$ cat src/rtl/door_access_sequencer.sv
// -----------------------------------------------------------------------------
// door_access_sequencer
//   Door latch controller. Arbitrates access requests from three sources
//   (admin/HPS, card reader, keypad), releases the latch for a bounded unlock
//   window, watches the door contact for an ajar condition, and locks out the
//   card and keypad after repeated denied attempts.
//
// Ports
//   FPGA_CLK1_50   in   system clock (50 MHz)
//   reset_n        in   asynchronous active-low reset
//   req[2:0]       in   one-cycle request pulses: [0] admin, [1] card, [2] keypad
//   cred_ok[2:0]   in   credential valid, qualified by the matching req bit
//   avail_set      in   pulse: room becomes available
//   avail_clr      in   pulse: room becomes unavailable (wins over avail_set)
//   door_closed    in   synchronised door contact, 1 = closed
//   lock_output    out  1 = latch released
//   grant[2:0]     out  one-hot pulse naming the accepted source
//   denied         out  pulse on a rejected request
//   alarm          out  door held open too long
//   room_available out  current availability flag
//   locked_out     out  1 while in lockout
// -----------------------------------------------------------------------------
module door_access_sequencer #(
  parameter int unsigned UNLOCK_CYCLES  = 150000000,
  parameter int unsigned AJAR_CYCLES    = 1500000000,
  parameter int unsigned LOCKOUT_CYCLES = 500000000,
  parameter int unsigned MAX_FAILS      = 3
) (
  input  logic       FPGA_CLK1_50,
  input  logic       reset_n,
  input  logic [2:0] req,
  input  logic [2:0] cred_ok,
  input  logic       avail_set,
  input  logic       avail_clr,
  input  logic       door_closed,
  output logic       lock_output,
  output logic [2:0] grant,
  output logic       denied,
  output logic       alarm,
  output logic       room_available,
  output logic       locked_out
);

  localparam int FW = $clog2(MAX_FAILS + 1);

  localparam logic [30:0] LOAD_UNLOCK  = 31'(UNLOCK_CYCLES - 1);
  localparam logic [30:0] LOAD_AJAR    = 31'(AJAR_CYCLES - 1);
  localparam logic [30:0] LOAD_LOCKOUT = 31'(LOCKOUT_CYCLES - 1);

  typedef enum logic [2:0] {
    S_IDLE    = 3'd0,
    S_UNLOCK  = 3'd1,
    S_OPEN    = 3'd2,
    S_AJAR    = 3'd3,
    S_LOCKOUT = 3'd4
  } state_t;

  state_t        state;
  logic [30:0]   cnt;
  logic [FW-1:0] fail_cnt;

  logic [2:0] win;
  logic       win_ok;
  logic       fails_at_limit;

  // Fixed-priority pick of a single request; losers are simply dropped.
  always_comb begin
    win = 3'b000;
    if (req[0])      win = 3'b001;
    else if (req[1]) win = 3'b010;
    else if (req[2]) win = 3'b100;
  end

  assign win_ok         = |(win & cred_ok);
  assign fails_at_limit = (32'(fail_cnt) + 32'd1) >= MAX_FAILS;

  // Outputs are registered alongside the state, so each branch sets the
  // output levels that belong to the state being entered.
  always_ff @(posedge FPGA_CLK1_50 or negedge reset_n) begin
    if (!reset_n) begin
      state          <= S_IDLE;
      cnt            <= '0;
      fail_cnt       <= '0;
      room_available <= 1'b0;
      lock_output    <= 1'b0;
      grant          <= 3'b000;
      denied         <= 1'b0;
      alarm          <= 1'b0;
      locked_out     <= 1'b0;
    end else begin
      grant  <= 3'b000;
      denied <= 1'b0;

      if (avail_clr)      room_available <= 1'b0;
      else if (avail_set) room_available <= 1'b1;

      case (state)
        S_IDLE: begin
          if (win != 3'b000) begin
            // Admin bypasses the availability flag; card/keypad need it.
            if (win_ok && (win[0] || room_available)) begin
              grant       <= win;
              state       <= S_UNLOCK;
              cnt         <= LOAD_UNLOCK;
              fail_cnt    <= '0;
              lock_output <= 1'b1;
            end else begin
              denied <= 1'b1;
              if (fails_at_limit) begin
                state      <= S_LOCKOUT;
                cnt        <= LOAD_LOCKOUT;
                fail_cnt   <= '0;
                locked_out <= 1'b1;
              end else begin
                fail_cnt <= fail_cnt + FW'(1);
              end
            end
          end
        end

        S_UNLOCK: begin
          // Door opening takes precedence over the window expiring.
          if (!door_closed) begin
            state       <= S_OPEN;
            cnt         <= LOAD_AJAR;
            lock_output <= 1'b0;
          end else if (cnt == 31'd0) begin
            state       <= S_IDLE;
            lock_output <= 1'b0;
          end else begin
            cnt <= cnt - 31'd1;
          end
        end

        S_OPEN: begin
          if (door_closed) begin
            state <= S_IDLE;
          end else if (cnt == 31'd0) begin
            state <= S_AJAR;
            alarm <= 1'b1;
          end else begin
            cnt <= cnt - 31'd1;
          end
        end

        S_AJAR: begin
          if (door_closed) begin
            state <= S_IDLE;
            alarm <= 1'b0;
          end
        end

        S_LOCKOUT: begin
          // Only a valid admin credential escapes lockout early; everything
          // else is denied without touching the failure count.
          if (win[0] && cred_ok[0]) begin
            grant       <= 3'b001;
            state       <= S_UNLOCK;
            cnt         <= LOAD_UNLOCK;
            fail_cnt    <= '0;
            locked_out  <= 1'b0;
            lock_output <= 1'b1;
          end else begin
            if (win != 3'b000) denied <= 1'b1;
            if (cnt == 31'd0) begin
              state      <= S_IDLE;
              locked_out <= 1'b0;
            end else begin
              cnt <= cnt - 31'd1;
            end
          end
        end

        default: begin
          state       <= S_IDLE;
          cnt         <= '0;
          fail_cnt    <= '0;
          lock_output <= 1'b0;
          alarm       <= 1'b0;
          locked_out  <= 1'b0;
        end
      endcase
    end
  end

endmodule
$ cat config.mk
export PLATFORM = sky130hd
export DESIGN_NAME = door_access_sequencer
export DESIGN_NICKNAME = d
export VERILOG_FILES = /design/src/rtl/door_access_sequencer.sv
export SDC_FILE = /design/constraint.sdc
export NUM_CORES = 1
export LEC_CHECK = 0
export ABC_AREA = 1
export BUFFER_PORTS_ARGS = -buffer_cell sky130_fd_sc_hd__buf_2
export CAP_MARGIN = 0
export CORE_UTILIZATION = 56
export DETAILED_ROUTE_END_ITERATION = 7
export PLACE_DENSITY_LB_ADDON = 0.3
export SLEW_MARGIN = 0
export SYNTH_ARGS = -nofsm -noshare
export SYNTH_HDL_FRONTEND = slang
export SYNTH_SLANG_ARGS = --single-unit
export TNS_END_PERCENT = 10
$ cat constraint.sdc
create_clock -name FPGA_CLK1_50 -period 1.8 [get_ports FPGA_CLK1_50]
set_input_delay 0.36 -clock FPGA_CLK1_50 [delete_from_list [all_inputs] [get_ports FPGA_CLK1_50]]
set_output_delay 0.36 -clock FPGA_CLK1_50 [all_outputs]
set_load 0.02 [all_outputs]
Word-level counts from Yosys, hierarchy flattened
Index checks and enable logic that the tools add are counted.
{"block": "classes", "n_lt_le_gt_ge": 1, "mux": 52, "reduce_logical": 17, "n_addsub": 3, "n_bitwise": 5, "n_eq_ne": 16}
{"cell": "2-to-1 mux 31 bit", "count": 7}
{"cell": "case mux 31 bit (5 select lines)", "count": 1}
{"cell": "2-to-1 mux 3 bit", "count": 14}
{"cell": "logical NOT 31 bit", "count": 1}
{"cell": "subtractor 31 x 1 -> 31 bit, second input constant", "count": 1}
{"cell": "2-to-1 mux 1 bit", "count": 19}
{"cell": "!= test 2 bit, second input constant", "count": 8}
{"cell": "case mux 3 bit (5 select lines)", "count": 1}
{"cell": "!= test 3 bit, second input constant", "count": 4}
{"cell": "AND reduction 4 bit", "count": 3}
{"cell": "AND reduction 5 bit", "count": 2}
{"cell": "OR reduction 3 bit", "count": 3}
{"cell": "2-to-1 mux 2 bit", "count": 4}
{"cell": "== test 3 x 2 -> 1 bit, second input constant", "count": 2}
{"cell": "case mux 1 bit (3 select lines)", "count": 2}
{"cell": "case mux 2 bit (3 select lines)", "count": 1}
{"cell": "case mux 3 bit (2 select lines)", "count": 1}
{"cell": "inverter 1 bit", "count": 4}
{"cell": "case mux 1 bit (4 select lines)", "count": 1}
{"cell": "adder 2 x 1 -> 3 bit, second input constant", "count": 1}
{"cell": "bitwise AND 3 bit", "count": 1}
{"cell": "== test 3 x 1 -> 1 bit, second input constant", "count": 1}
{"cell": "== test 3 bit, second input constant", "count": 1}
{"cell": "greater-or-equal comparator 3 x 2 -> 1 bit, second input constant", "count": 1}
{"cell": "other kinds (9)", "count": 10}
{"block": "word_totals", "regBits": 44, "wordCells": 103, "output_inout_bits": 8, "in_bits": 11}

Longest topological paths before layout
{"block": "depth", "ltp_word": 9, "depth_mapped": 13}

Worst setup path before layout
OpenSTA, ideal clock, no wires.
{"block": "synth_path", "kind": "reg2reg", "startpoint": "register cnt[0]", "endpoint": "register cnt[20]", "stages_incl_launch_ff": 12, "required_time_ns": 1.683, "slack_ns": 0.142, "path_buffers": 0, "t_arrival_ns": 1.541, "period_less_slack_ns": 1.658, "cell_sequence": "dfrtp_1 > clkinv_1 > ha_1 > nand2_2 > nor2_4 > nand3_1 > nor2_2 > nand3_1 > nand3_1 > nand2_1 > nand2_1 > o21ai_2"}
{"block": "synth_via", "elab_chain_len": 4}
{"element": "start, declared", "line": "59", "rtl": "logic [30:0] cnt;"}
{"element": "start signal, assigned", "line": "131", "rtl": "cnt <= cnt - 31'd1;"}
{"element": "start signal, assigned", "line": "142", "rtl": "cnt <= cnt - 31'd1;"}
{"element": "start signal, assigned", "line": "169", "rtl": "cnt <= cnt - 31'd1;"}
{"element": "subtractor 31 x 1 -> 31 bit / logical NOT 31 bit (equally long branches)"}
{"element": "2-to-1 mux 31 bit (*)", "line": "127, 138, 165"}
{"element": "2-to-1 mux 31 bit (on tied branches)", "line": "156, 123, 136"}
{"element": "case mux 31 bit (5 select lines) (*)", "line": "97", "rtl": "case (state)"}
Mark *: on every way between the ends. The rest lies on a longest branch, timed or not. The select of a mux whose other input is x is not followed.
A chain may end at the register's enable or synchronous reset.

Worst setup path after layout
{"block": "layout_path", "startpoint": "register cnt[18]", "endpoint": "register cnt[1]"}
{"block": "layout_via", "elab_chain_len": 4}
{"element": "logical NOT 31 bit (*)", "line": "127, 138, 165"}
{"element": "2-to-1 mux 31 bit (*)"}
{"element": "2-to-1 mux 31 bit (on tied branches)"}
{"element": "case mux 31 bit (5 select lines) (*)"}
Marks and branches as above.

==> flow_summary.toml <==
[outcome]
outcome = "finished, violations left"
violations = "negative hold slack, negative setup slack"

[floorplanning]
die_w_um = 78.8
ios = 19
initial_core_util_pct = 58.9
coreArea_mm2 = 0.00561
rows = 27
die_h_um = 78.8
dieArea_mm2 = 0.00620

[yosys]
synthTopCellsByArea = "dfrtp_1, nand2_1, nor2_1"
syn_nets = 522
yosysSeqAreaShare_pct = 33.4
yosysTopAreaCellShare_pct = 33.4
synthesis.area_mm2 = 0.00330
ys_ff_latch = 44
syn_inst = 509
syn_area_per_cell_um2 = 6.48
yosysWarningCount = 0
synthDistinctLibCells = 32
synth_top_area_cell = "dfrtp_1"

[layout]
drive_above_1_share_pct = 37.9
nets = 646
n_antenna_cell = 0
layout_common_cells = "nand2_1, buf_4, nor2_1"
synthToLayoutAreaGrowth_pct = 41.2
final_cell_area_mm2 = 0.00466
stdcell_count = 705
final_common_cell = "nand2_1"
fillers = 375

[global_routing]
antenna_found_initial = 0
grt_max_degree = 25
grt_pass1_vias = 3673
gr-total-overflow = 0
groute.usage.overall_pct = 38.0
grt_pass1_wl_mm = 17.8

[detailed_routing]
wl_per_cell_um = 17.5
routed_via_density = 5.88
wirelength_mm = 12.3
drc = 0
ant_nets = 0
dr.pass1.iters = 6
num_vias = 4142
drtIter0Drc = 539

[critical_path]
reg2reg_to = "cnt[1]$_DFFE_PN0P_"
r2r-start = "cnt[18]$_DFFE_PN0P_"
crit_slowest_cell = "dfrtp_1"
cp-start-kind = "flop"
cpPeakStageDelay_ns = 0.43
worstSetupEndpointType = "flop"
path_max_fanout = 6
critical_path_class = "flop to flop"
path_cells = "nor2_1 > nand2_2 > inv_2 > buf_4 > nand2_1 > nor2_1 > nand3_1 > buf_6 > o211ai_1 > nand2_1 > nand2_1 > o21ai_2"
worst_ep_required_time_ns = 2.00
reg2reg_depth = 12
r2r_slack_ns = -0.07
arrival_ns = 2.07
cp_common_cell = "nand2_1"
critPathLaunch = "cnt[18]$_DFFE_PN0P_"

[sta]
fmax_mhz = 535
tightest_slew_ns = 0.483
hold_viol_final = 5
maxSlewViolCount = 0
finalCriticalPeriod_ns = 1.87
setup_viol = 7
skew_ns = 0.00709
period_share_pct = 104
rsz0062_at_grt = "yes"
worst_hold_slack_ns = -0.00384
relSlewSlack_pct = 67.8
fin_ws_ns = -0.0677
fin_tns_setup_ns = -0.240

[clock_network]
cts.sinks = 44
clk_latency_ns = 0.31
cts_made_buffers = 5
cts_tree = "done"
clk_pin_slew_ns = 0.09
cts_root_buf = "clkbuf_8"
cts_buffer_depth = 2
htreeDepth = 2

[placed_design]
hpwlAfterDp_mm = 8.92
placed_area_mm2 = 0.00420
pre_cts_slack_ns = -0.135
io_buffer_count = 18
gp_congestion = 1.06
place_inst = 689

[power]
power_density_mw_per_mm2 = 1920
leakage_uw = 0.00241
ir_drop_mv = 1.15

[worst_hold_path]
hold_path.class = "input pin to async pin"

[run]
cap_violations = 0
==> cell type report <==
class	instances	area, um^2	area share (%)
inverters	59	224	4.81
clock buffers	7	96.3	2.07
multi-input cells	399	2190	47.0
flip-flops and latches	44	1110	23.7
well taps	72	90.1	1.93
repair buffers	124	956	20.5
==> worst max-delay path: cells and delay by family (launching register included) <==
family,cells,cell delay [ns]
and+or+nand+nor,7,0.79
DFF,1,0.43
AOI/OAI and AO/OA,2,0.22
buffers and inverters,3,0.33
==> per-stage QoR <==
stage,total power [uW],utilization [%]
3_3_place_gp,7090,74.8
2_1_floorplan,4790,-
3_5_place_dp,7240,74.8
4_1_cts,8040,77.6
5_1_grt,9480,83.1
6_report,8960,83.1
==> metal layers <==
layer  routed length, um  vias to the layer above  global-route usage, %
met5                   0                        -                      0
met4                 672                        0                   16.9
met3                1480                       74                   9.43
met2                5510                      290                   61.5
met1                4650                     1913                   48.0
li1                    -                     1865                      -
==> synthesized netlist by cell type <==
master / instances
nor3_4: 1
a21o_1: 2
o21ai_1: 6
and2_1: 1
o211ai_1: 1
inv_2: 5
o21ai_0: 16
inv_1: 53
buf_4: 2
nor3b_1: 1
clkinv_1: 1
nand4_1: 16
nor2_4: 3
a31oi_1: 1
or2_1: 1
buf_6: 4
nand2_2: 4
nand2_4: 1
nor3_1: 2
and3_1: 1
xnor2_1: 1
dfrtp_1: 44
nand3_1: 54
nor3_2: 2
ha_1: 2
o21ai_2: 16
xor2_1: 12
nand2_1: 156
buf_2: 2
a21oi_1: 7
nor2_1: 85
nor2_2: 6
==> power by group <==
group	internal, uW	total, uW	switching, uW
Clock	343	705	362
Combinational	2670	6490	3820
Sequential	1410	1770	360
==> kinds of logic (layout without fill, tap and decap cells) <==
kind of cell               after synthesis  in the layout  share of synthesized area (%)
and+or+nand+nor                        334            335                           44.1
buffers and inverters                   67            190                           8.83
AOI/OAI and AO/OA                       49             49                           9.51
DFF                                     44             44                           33.4
xor gates and xnor gates                13             13                           3.45
adders and majority gates                2              2                          0.758
==> flip-flops by register name, indices dropped and copies added (netlist names) <==
| name | count |
|---|---|
| cnt | 31 |
| grant | 3 |
| state | 3 |
| fail_cnt | 2 |
| alarm | 1 |
| denied | 1 |
| lock_output | 1 |
| locked_out | 1 |
| room_available | 1 |
==> worst max path at each step <==
| stage | end | slack [ns] | depth (start not counted) |
|---|---|---|---|
| floorplan | cnt[20]$_DFFE_PN0P_ | 0.14 | 11 |
| global placement | cnt[15]$_DFFE_PN0P_ | -0.13 | 8 |
| detailed placement | cnt[12]$_DFFE_PN0P_ | -0.14 | 8 |
| CTS | cnt[25]$_DFFE_PN0P_ | -0.03 | 9 |
| global route | cnt[1]$_DFFE_PN0P_ | -0.18 | 12 |
| finish | cnt[1]$_DFFE_PN0P_ | -0.07 | 12 |
==> repair_timing <==
item	4_1_cts	5_1_grt
hold buffers	0	0
buffers inserted	0	7
endpoints found under the setup margin	23	36
cloned	0	2
pin swaps	0	32
resized for setup	18	83
Power figures use the tool's default switching activity.
